==> src/rtl/credit_sender.sv <==
// Credit-flow-controlled link sender: spends one credit per forwarded word and
// runs the reset handshake with the receiver before trading credits.
module credit_sender #(
    parameter int WIDTH       = 8,
    parameter int MAX_CREDITS = 4,
    localparam int CW         = $clog2(MAX_CREDITS + 1)
) (
    input  logic             clk,
    input  logic             rst,
    output logic             push_ready,
    input  logic             push_valid,
    input  logic [WIDTH-1:0] push_data,
    output logic             push_sender_in_reset,
    input  logic             push_receiver_in_reset,
    output logic             push_credit_stall,
    input  logic             push_credit,
    output logic             pop_valid,
    output logic [WIDTH-1:0] pop_data,
    output logic [CW-1:0]    credit_count,
    output logic             credit_available,
    output logic             credit_overflow
);

    typedef enum logic [1:0] {RESET, SYNC, ACTIVE} state_t;

    state_t state;
    logic   active;
    logic   at_max;
    logic   transfer;

    assign active   = (state == ACTIVE);
    assign at_max   = (credit_count == CW'(MAX_CREDITS));
    assign transfer = push_valid & push_ready;

    assign push_ready           = active & (credit_count != '0);
    assign credit_available     = push_ready;
    assign push_sender_in_reset = ~active;
    assign push_credit_stall    = ~active | at_max;

    always_ff @(posedge clk) begin
        if (rst) begin
            state           <= RESET;
            credit_count    <= '0;
            pop_valid       <= 1'b0;
            pop_data        <= '0;
            credit_overflow <= 1'b0;
        end else begin
            // A word accepted in the cycle the receiver drops into reset still goes out.
            pop_valid <= transfer;
            if (transfer) pop_data <= push_data;

            case (state)
                RESET: state <= SYNC;
                SYNC: if (!push_receiver_in_reset) state <= ACTIVE;
                ACTIVE: begin
                    if (push_credit && at_max && !transfer) credit_overflow <= 1'b1;
                    // The receiver reloads its own credits on leaving reset, so ours are void.
                    if (push_receiver_in_reset) begin
                        state        <= SYNC;
                        credit_count <= '0;
                    end else if (push_credit && !transfer && !at_max) begin
                        credit_count <= credit_count + CW'(1);
                    end else if (transfer && !push_credit) begin
                        credit_count <= credit_count - CW'(1);
                    end
                end
                default: state <= RESET;
            endcase
        end
    end

endmodule

==> config.mk <==
export PLATFORM = sky130hd
export DESIGN_NAME = credit_sender
export DESIGN_NICKNAME = d
export VERILOG_FILES = /design/src/rtl/credit_sender.sv
export SDC_FILE = /design/constraint.sdc
export NUM_CORES = 1
export LEC_CHECK = 0
export ABC_AREA = 0
export CAP_MARGIN = 20
export CORE_MARGIN = 3
export CORE_UTILIZATION = 41
export CTS_CLUSTER_DIAMETER = 100
export DETAILED_ROUTE_END_ITERATION = 8
export PLACE_DENSITY = 0.85
export SYNTH_ARGS = -nofsm -noshare
export SYNTH_HDL_FRONTEND = slang
export SYNTH_SLANG_ARGS = --single-unit
==> constraint.sdc <==
create_clock -name clk -period 2.4 [get_ports clk]
set_clock_uncertainty 0.15 [all_clocks]
set_input_delay 0.6 -clock clk [delete_from_list [all_inputs] [get_ports clk]]
set_output_delay 0.6 -clock clk [all_outputs]
set_load 0.05 [all_outputs]
==> metrics.yaml <==
clockBufferDepth: 2
cp-start-kind: "flip-flop"
criticalPathCategory: "flip-flop to output port"
path_clk_slew_ns: 0.09
cp_max_fo: 6
tns_ns: 0
initial_utilization_pct: 46.9
grt_pass1_vias: 738
synth.distinct_cells: 33
syn_nets: 96
crit_buf_inv: 1
holdWs_ns: 0.335
cts_htree_levels: 1
root_buffer: "clkbuf_4"
die_y_um: 48.9
hold_violations: 0
period_needed_ns: 2.31
power_mw: 0.481
ys_seq_area_share_pct: 39.7
area.growth.synth_to_final_pct: 54.8
nFillCells: 135
power_leakage_nw: 0.468
crit_required_ns: 1.65
grt_max_degree: 14
timing.critical_path.from: "credit_count[1]"
routed_wl_um: 1840
ys_seq_elements: 15
rows: 14
dr.pass1.iters: 4
syn-cell-area_um2: 756
cts_inserted_buffers: 3
worstPathArrival_ns: 1.56
slew_viol_final: 0
final_nets: 131
portBuffers: 29
drive_above_1_share_pct: 21.6
grt_pass1_wl_um: 3190
drv_cap: 0
rsz0062_at_grt: "false"
routedWlPerCell_um: 13.1
worstHoldStart: "credit_overflow"
drc: 0
cp_slowest_stage_delay_ns: 0.84
path_cells: "clkdlybuf4s50_1"
worstSetupEndpointType: "output port"
post-route-period-util_pct: 96.4
clock_latency_ns: 0.29
vias: 716
chipWidth_um: 48.9
power_density_nw_per_um2: 411
gp_congestion: 0.814
ir_drop_v: 0.000322
r2r-start: "credit_count[0]"
yosysWarningCount: 0
stdcell_count: 140
ant_nets: 0
hpwl_um: 1480
via_per_inst: 5.11
max_freq_mhz: 432
grt_overflow: 0
place_inst: 136
path_delay_family: "buffers and inverters"
status: "complete, no violations"
avgSynthCellArea_um2: 9.22
hold_path_class: "flip-flop to flip-flop"
antenna_found_initial: 0
slowest_stage: "clkdlybuf4s50_1"
worst_pin_slew_ns: 0.508
place_ws_ns: -0.0693
ios: 30
core-area_um2: 1610
worst_slack_ns: 0.0871
syn_inst: 82
clkSinkCount: 15
design.die.area_um2: 2390
drt-initial-drc-count: 6
setup_viol: 0
relSlewSlack_pct: 66.0
cts_tree: "yes"
grt_util_all_layers_pct: 17.3
num_antenna_cells: 0
cell type report:
cell class / count / area (um^2) / share of cell area, %
multi-input combinational: 58 / 423 / 36.1
timing repair buffer: 35 / 375 / 32.1
sequential: 15 / 300 / 25.7
tap: 24 / 30.0 / 2.57
clock buffer: 4 / 26.3 / 2.25
inverter: 4 / 15.0 / 1.28
worst register-to-register path, cell delays in order (launching register included):
cell and delay (ns):
dfxtp_1 0.39, nor3_2 0.38, nor2_4 0.07, nor2_1 0.14
fa_1 0.41, or2_2 0.29, o32ai_1 0.13
metrics by stage:
step,area [um^2],util (%)
after global placement,1140,70.8
after detailed placement,1140,70.8
final,1170,72.6
after CTS,1170,72.4
after global routing,1170,72.6
after floorplan,763,-
sequential cells by signal, indices dropped and copies added (netlist names):
register / cells
state: 2
pop_data: 8
pop_valid: 1
credit_count: 3
credit_overflow: 1
cell usage in the layout, fill, tap and decap left out:
cell	n
o21ai_0	1
or2_2	3
nand3_1	1
a31oi_1	1
o21a_1	1
o31ai_1	1
dlymetal6s2s_1	1
buf_4	7
a211oi_1	1
or3_1	1
and2b_2	1
clkbuf_4	3
nand3b_4	1
nand4_1	1
o41ai_2	1
a211oi_2	1
xnor2_1	2
a41oi_1	1
dfxtp_1	15
o32ai_1	1
and4_4	1
and2b_1	1
maj3_1	1
clkdlybuf4s50_1	23
o211a_1	1
nor2b_1	2
nor3_2	1
nor3_1	2
buf_12	4
mux2i_1	8
nor2_4	1
inv_1	4
clkbuf_1	1
nand2_1	4
nor2_1	15
nor2_2	1
fa_1	1
cell usage after synthesis (all sizes together):
master  instances  share of area (%)
xnor2           2                2.3
nand2           4                2.0
mux2i           8                 11
nand3           1               0.66
o21a            1               0.99
a41oi           1                1.2
fa              1                2.6
o31ai           1               0.99
or3             1               0.83
a211oi          2                2.6
dfxtp          15                 40
o32ai           1                1.2
clkbuf          1               0.50
buf             4                2.8
nand3b          1                2.6
maj3            1                1.3
and4            1                1.5
o21ai           1               0.66
nor2b           2                1.7
and2b           2                2.2
or2             3                2.5
o211a           1                1.3
a31oi           1               0.83
nor3            3                2.0
inv             4                2.0
nor2           17                9.4
nand4           1               0.83
o41ai           1                2.2
logic make-up (layout without fill, tap and decap cells):
group                      after synthesis  count (layout)  synth area share [%]
adders and majority gates                2               2                  3.97
muxes                                    8               8                  10.6
DFF                                     15              15                  39.7
xor gates and xnor gates                 2               2                  2.32
AOI/OAI and AO/OA                       10              10                  11.9
and+or+nand+nor                         36              36                  26.2
buffers and inverters                    9              43                  5.30
where the power goes:
group          leakage [nW]  switching (mW)  internal, mW
sequential            0.121         0.00449         0.252
combinational         0.332          0.0348        0.0425
clock                0.0150          0.0830        0.0647
total                 0.468           0.122         0.359
final timing paths:
kind	depth (start not counted)	slack, ns	to
hold reg to reg	2	0.34	credit_overflow
setup reg to reg	6	0.35	credit_count[1]
setup / recovery	1	0.09	credit_count[1]
hold / removal	2	0.34	credit_overflow
per-layer routing:
layer / GRT usage (%) / up-vias / routed length (um)
li1: - / 349 / -
met1: 18.5 / 327 / 735
met2: 28.1 / 31 / 908
met3: 4.89 / 9 / 130
met4: 14.2 / 0 / 65
met5: 0 / - / 0
what timing repair did:
action / 4_1_cts / 5_1_grt
hold endpoints to repair: 0 / 0
hold buffers: 0 / 0
buffers inserted: 0 / 0
gates resized for setup: 0 / 1
setup endpoints to repair: 0 / 1
Note: power is estimated with default switching activity, not from simulation.
